File: src/rtl/store_sequencer.sv
// Store sequencer: lane-aligns SB/SH/SW store data, builds byte enables and
// issues one or two word-aligned write beats on the data-memory port.
module store_sequencer #(
  parameter bit ALLOW_MISALIGNED = 1'b1,
  parameter int ADDR_WIDTH       = 32
) (
  input  logic                  I_clk,
  input  logic                  I_rst_n,
  input  logic                  I_req_valid,
  output logic                  O_req_ready,
  input  logic [1:0]            I_storesel,
  input  logic [ADDR_WIDTH-1:0] I_addr,
  input  logic [31:0]           I_data,
  output logic                  O_mem_valid,
  input  logic                  I_mem_ready,
  output logic [ADDR_WIDTH-1:0] O_mem_addr,
  output logic [31:0]           O_mem_wdata,
  output logic [3:0]            O_mem_be,
  output logic                  O_busy,
  output logic                  O_done,
  output logic                  O_misaligned
);

  typedef enum logic [1:0] {S_IDLE, S_BEAT0, S_BEAT1} state_t;

  localparam logic [ADDR_WIDTH-3:0] WORD_ONE = {{(ADDR_WIDTH-3){1'b0}}, 1'b1};

  state_t                r_state;
  state_t                w_state_nxt;
  logic                  r_done;
  logic                  r_misaligned;
  logic [ADDR_WIDTH-3:0] r_waddr;
  logic [63:0]           r_sdata;
  logic [7:0]            r_be;

  logic                  w_done_nxt;
  logic                  w_mis_nxt;
  logic                  w_load;
  logic                  w_split;
  logic [63:0]           w_sdata;
  logic [7:0]            w_be;
  logic [ADDR_WIDTH-3:0] w_waddr_inc;

  function automatic logic [7:0] f_width_mask(input logic [1:0] sel);
    case (sel)
      2'b00:   f_width_mask = 8'h01;
      2'b01:   f_width_mask = 8'h03;
      default: f_width_mask = 8'h0F;
    endcase
  endfunction

  function automatic logic [31:0] f_mask_data(input logic [1:0] sel, input logic [31:0] data);
    case (sel)
      2'b00:   f_mask_data = {24'h0, data[7:0]};
      2'b01:   f_mask_data = {16'h0, data[15:0]};
      default: f_mask_data = data;
    endcase
  endfunction

  // Lane alignment over a 64-bit window; the upper half is the second beat.
  always_comb begin
    w_sdata = {32'h0, f_mask_data(I_storesel, I_data)} << {I_addr[1:0], 3'b000};
    w_be    = f_width_mask(I_storesel) << I_addr[1:0];
    w_split = |w_be[7:4];
  end

  assign w_waddr_inc = r_waddr + WORD_ONE;

  always_comb begin
    w_state_nxt = r_state;
    w_done_nxt  = 1'b0;
    w_mis_nxt   = 1'b0;
    w_load      = 1'b0;
    O_req_ready = 1'b0;
    O_mem_valid = 1'b0;
    O_mem_addr  = '0;
    O_mem_wdata = '0;
    O_mem_be    = '0;
    O_busy      = 1'b1;
    case (r_state)
      S_IDLE: begin
        O_req_ready = 1'b1;
        O_busy      = 1'b0;
        if (I_req_valid) begin
          if (w_split && (ALLOW_MISALIGNED == 1'b0)) begin
            w_mis_nxt = 1'b1;
          end else begin
            w_load      = 1'b1;
            w_state_nxt = S_BEAT0;
          end
        end
      end
      S_BEAT0: begin
        O_mem_valid = 1'b1;
        O_mem_addr  = {r_waddr, 2'b00};
        O_mem_wdata = r_sdata[31:0];
        O_mem_be    = r_be[3:0];
        if (I_mem_ready) begin
          if (|r_be[7:4]) begin
            w_state_nxt = S_BEAT1;
          end else begin
            w_state_nxt = S_IDLE;
            w_done_nxt  = 1'b1;
          end
        end
      end
      S_BEAT1: begin
        O_mem_valid = 1'b1;
        O_mem_addr  = {w_waddr_inc, 2'b00};
        O_mem_wdata = r_sdata[63:32];
        O_mem_be    = r_be[7:4];
        if (I_mem_ready) begin
          w_state_nxt = S_IDLE;
          w_done_nxt  = 1'b1;
        end
      end
      default: begin
        w_state_nxt = S_IDLE;
      end
    endcase
  end

  always_ff @(posedge I_clk or negedge I_rst_n) begin
    if (!I_rst_n) begin
      r_state      <= S_IDLE;
      r_done       <= 1'b0;
      r_misaligned <= 1'b0;
    end else begin
      r_state      <= w_state_nxt;
      r_done       <= w_done_nxt;
      r_misaligned <= w_mis_nxt;
    end
  end

  // Payload is only observed in BEAT states, so it carries no reset.
  always_ff @(posedge I_clk) begin
    if (w_load) begin
      r_waddr <= I_addr[ADDR_WIDTH-1:2];
      r_sdata <= w_sdata;
      r_be    <= w_be;
    end
  end

  assign O_done       = r_done;
  assign O_misaligned = r_misaligned;

endmodule

File: config.mk
export PLATFORM = sky130hd
export DESIGN_NAME = store_sequencer
export DESIGN_NICKNAME = d
export VERILOG_FILES = /design/src/rtl/store_sequencer.sv
export SDC_FILE = /design/constraint.sdc
export NUM_CORES = 1
export LEC_CHECK = 0
export CAP_MARGIN = 20
export CORE_ASPECT_RATIO = 1.5
export CORE_MARGIN = 5
export CORE_UTILIZATION = 35
export DETAILED_ROUTE_END_ITERATION = 7
export PLACE_DENSITY = 0.66
export SLEW_MARGIN = 20
export SYNTH_ARGS = -nofsm -noshare
export SYNTH_HDL_FRONTEND = slang
export SYNTH_SLANG_ARGS = --single-unit
File: constraint.sdc
create_clock -name I_clk -period 4.02 [get_ports I_clk]
set_clock_uncertainty 0.15 [all_clocks]
set_input_delay 0.603 -clock I_clk [delete_from_list [all_inputs] [get_ports I_clk]]
set_output_delay 0.603 -clock I_clk [all_outputs]
set_load 0.01 [all_outputs]
---- Yosys cells after proc, flatten, opt, wreduce, memory -nomap -nowiden ----
Cells that the tools add are included.
word-level totals
  register bits ........................... 105
  output and inout port bits .............. 73
  word-level logic and storage cells ...... 38
operators by class
  eq/ne operators ......................... 6
  reductions and logical operators ........ 5
  add/sub/neg operators ................... 1
  mux-type cells .......................... 19
  shift-type cells ........................ 2
operator list
  operator                 count
  $pmux W32 S2             3
  $shl A32 B5 Y64          1
  $add A30 B1 Y30 const B  1
  $pmux W4 S2              2
  $mux W1                  8
  $mux W2                  4
  $shl A8 B2 Y8            1
  $ne A2 B2 Y1 const B     3
  $pmux W2 S3              1
  $eq A2 B1 Y1 const B     2
  $logic_not A2 Y1         2
  $reduce_or A4 Y1         1
  $reduce_and A3 Y1        1
  $eq A2 B2 Y1 const B     1
  $pmux W1 S2              1
  $reduce_or A2 Y1         1

---- Longest topological paths before layout ----
Gate-level depths: netlist (run 1).
  depth after elaboration ................. 4
  mapped depth ............................ 8

---- Worst setup path before layout (run 1) ----
OpenSTA, ideal clock, no wires.
  kind .................................... register to register
  start point ............................. register r_state[1]
  end point ............................... register r_be[0] (enable)
  arrival time ............................ 2,889 ps
  clock period less this slack ............ 3,501 ps
  cell stages (with the launch flop) ...... 4
  library setup time ...................... 462 ps
  path slack .............................. 519 ps
  path through ............................ dfrtp_1 inv_1 ha_1 and2_1
between the ends
  cells in the longest elaborated chain, start to end .. 2
ends and longest elaborated chain
  what                    line  RTL
  from (decl)             28    state_t r_state;
  from (signal assigned)  129   r_state <= w_state_nxt;
  $logic_not A2 Y1        80    case (r_state)
  $mux W1                 80
  via w_load              38    logic w_load;
  to (signal assigned)    140   r_be <= w_be;
  to (decl)               34    logic [7:0] r_be;
The timed path passes the listed nets, and every way through them passes these cells.
A chain may end at the register's enable or synchronous reset.

---- Final worst setup path (run 1) ----
  start point ............................. register r_waddr[0]
  end point ............................... output port O_mem_addr[24]
between the ends
  cells in the longest elaborated chain, start to end .. 2
ends and longest elaborated chain
  what                    line  RTL
  from (decl)             32    logic [ADDR_WIDTH-3:0] r_waddr;
  from (signal assigned)  138   r_waddr <= I_addr[ADDR_WIDTH-1:2];
  $add A30 B1 Y30         67    assign w_waddr_inc = r_waddr + WORD_ONE;
  $pmux W32 S2            80
  to (decl)               16    output logic [ADDR_WIDTH-1:0] O_mem_addr,
Every way passes these cells.

==> flow_summary.toml, run 1 <==
[status]
status = "finished clean"

[synthesis]
postSynthAreaPerCell_um2 = 10.68
synth_edf_count = 93
yosysSeqAreaShare_pct = 54.66
syn_area_mm2 = 0.005246
synth_top_cell_by_area = "edfxtp_1"
ys_warn_count = 0
synth_cell_type_count = 44
async_reset_ff_share_pct = 3.125
ys.flop_type = "edfxtp_1"
synth_top_area_share_pct = 53.23
synthTopCellsByArea = "edfxtp_1 53%, o21ai_0 6.0%, a22o_1 4.8%, and2_1 4.4%, nand2_1 4.4%"
ys_ff_latch = 96
synthCells = 491

[clock_tree]
cts.path.max_buffers = 2
cts-root-buf = "clkbuf_16"
numCtsBuffers = 9
cts_max_level = 3
cts.sinks = 96
hold_buffers = 0
cts.clk_slew.worst_paths_ns = 0.07
cts_resized = 0
cts_setup_buffers = 0
cts_tree = "built"
worst_skew_pair.late_latency_ns = 0.34

[global_route]
grt_pass1_vias = 4716
antenna_found_initial = 0
grt_max_degree = 64
grt-ovfl-total = 0
grt_pass1_wl_mm = 25.23
grt.total_usage_pct = 18.65

[hold_path]
holdCritPathClass = "input pin to asynchronous set/reset pin"

[worst_setup_path]
rrSetupSlack_ns = 1.92
cp_max_fo = 7
r2r_cells = 4
startpoint_type = "flip-flop"
arrival_ns = 2.93
required_ns = 3.27
endpoint_kind = "output pin"
crit_type = "flip-flop to output pin"

[cells_and_area]
final_nets = 690
syn2layout_area_growth_pct = 36.47
fin_area_mm2 = 0.007159
fill_cells = 1378
num_antenna_cells = 0
layout_common_cells = "139 x clkdlybuf4s50_1, 93 x edfxtp_1, 63 x o21ai_0"
drive_gt1_share_pct = 7.568
final_common_cell = "clkdlybuf4s50_1"

[drt]
wire_per_inst_um = 20.36
vias = 4599
drc = 0
firstDrtPassIters = 4
drt-total-wl_mm = 16.64
drt_iter0_markers = 263
ant_nets = 0
vias_per_cell = 5.629

[sta]
slew_headroom_pct = 30.02
min_period_over_period_pct = 91.72
hold_viol_final = 0
tightest_slew_ns = 1.046
setup_viol = 0
fin_crit_ns = 3.687
slew_viol_final = 0
finalSetupTns_ns = 0
setup_ws_ns = 0.3328
rsz0062_at_grt = "no"
fmax_mhz = 271.2

[power]
power.leakage_nw = 2.523
p_int_mw = 2.693
combPwrFrac_pct = 42.2
sw_frac_of_total_pct = 35.00
totalPowerFinal_mw = 4.144
power.density_mw_per_mm2 = 578.8
seqPwrFrac_pct = 35.8
p_switching_mw = 1.450
clock_power_share_pct = 22.1
vdd_drop_max_v = 0.0002183

[floorplanning]
ios = 143
fp.dieW_um = 110.0
core-area_mm2 = 0.01466
die_area_mm2 = 0.01759
die_h_um = 159.9
start_util_pct = 35.78
rows = 54

[place]
portBuffers = 139
dpl_cell_area_mm2 = 0.006839
place_ws_ns = 0.6978
gp_congestion = 0.8998
hpwlAfterDp_mm = 12.49

[flow_run]
maxCapViolCount = 0
[through the flow]
step | util [%] | hold WS [ns] | instances
3_5_place_dp | 46.65 | 0.3773 | 801
2_1_floorplan | - | 0.1574 | 493
3_3_place_gp | 46.65 | 0.3623 | 801
6_report | 48.83 | 0.3004 | 817
5_1_grt | 48.83 | 0.2870 | 817
4_1_cts | 48.83 | 0.2908 | 817
[registers in the layout, indices dropped and copies added, names as in the netlist]
signal	cells
r_waddr	30
r_state	2
r_sdata	56
r_be	7
O_done	1
[final timing paths]
check	from	end
min in group I_clk	r_state[1]$_DFFE_PN0P_	r_state[1]$_DFFE_PN0P_
min reg2reg	r_state[1]$_DFFE_PN0P_	r_state[1]$_DFFE_PN0P_
max in group asynchronous	I_rst_n	r_state[1]$_DFFE_PN0P_
max reg2reg	r_state[1]$_DFFE_PN0P_	r_sdata[31]$_DFFE_PP_
min	I_rst_n	O_done$_DFF_PN0_
max	r_waddr[0]$_DFFE_PP_	O_mem_addr[24]
[per-layer routing]
metal	global-route usage, %	vias up	routed length, um
met5	0	-	0
met4	9.189	0	750
met3	3.958	41	1297
met2	32.76	228	8517
met1	20.78	2205	6070
li1	-	2125	-
[worst max-delay path, stage by stage, from the launching register on]
cell and delay [ns]:
edfxtp_1 0.45, ha_1 0.23, and3_1 0.33, and2_1 0.34
nand3_1 0.24, o41ai_1 0.36, clkdlybuf4s50_1 0.62
[cells in the mapped netlist, types with 2 or more instances]
cell       n
a22oi_1    8
mux2_2     8
nor3_1     6
o311ai_0  11
o31ai_1    5
inv_1      8
and3_1    16
dfrtp_1    3
nand2b_1   3
mux2i_1    9
or3_1      4
clkbuf_1  29
nor2_1    13
a22o_1    29
a31oi_1   11
nand4_4    2
a41oi_1    4
buf_4      5
a32oi_1    2
nand2_1   61
o41ai_1    2
o21ai_0   63
ha_1       4
nand3_1   11
edfxtp_1  93
and4_1     4
nand4_1    8
a21oi_1    7
o211ai_1   3
buf_1      3
buf_2      6
and2_1    37
a31o_2     2
[cell type report]
class / instances / area [um^2] / share of cell area (%)
Timing Repair Buffer: 155 / 1524 / 21.29
Inverter: 8 / 30.03 / 0.4194
Sequential cell: 96 / 2868 / 40.06
Clock buffer: 9 / 225.2 / 3.146
Tap cell: 196 / 245.2 / 3.425
Multi-Input combinational cell: 346 / 2172 / 30.34
Clock inverter: 7 / 95.09 / 1.328
[power groups by stage]
stage / registers [mW] / clock network (mW) / logic (mW)
detailed placement: 1.50 / 0 / 1.76
CTS: 1.48 / 0.928 / 1.77
global placement: 1.49 / 0 / 1.74
global route: 1.50 / 0.972 / 1.87
finish: 1.48 / 0.914 / 1.75
floorplan: 1.49 / 0 / 0.837
[logic make-up (layout without fill, tap and decap cells)]
| logic type | count (synthesis) | count (layout) | synth area share, % |
|---|---|---|---|
| simple gates | 168 | 168 | 16.98 |
| buf+inv | 51 | 179 | 4.150 |
| mux | 17 | 17 | 3.434 |
| fa+ha+maj | 4 | 4 | 0.9540 |
| flops | 96 | 96 | 54.66 |
| compound gates | 154 | 154 | 19.75 |
| other cells | 1 | 3 | 0.07148 |
(Power assumes the default switching activity.)
==> inputs of run 2 (changes only) <==
Settings changed: CTS_CLUSTER_DIAMETER from default to 30.
==> results of run 2 <==
Final layout, timing and power as in run 1 (identical DEF).
==> inputs of run 3 (changes only) <==
Settings changed: CAP_MARGIN 20 to default.
==> results of run 3 <==
Final layout, timing and power as in run 1 (identical DEF).
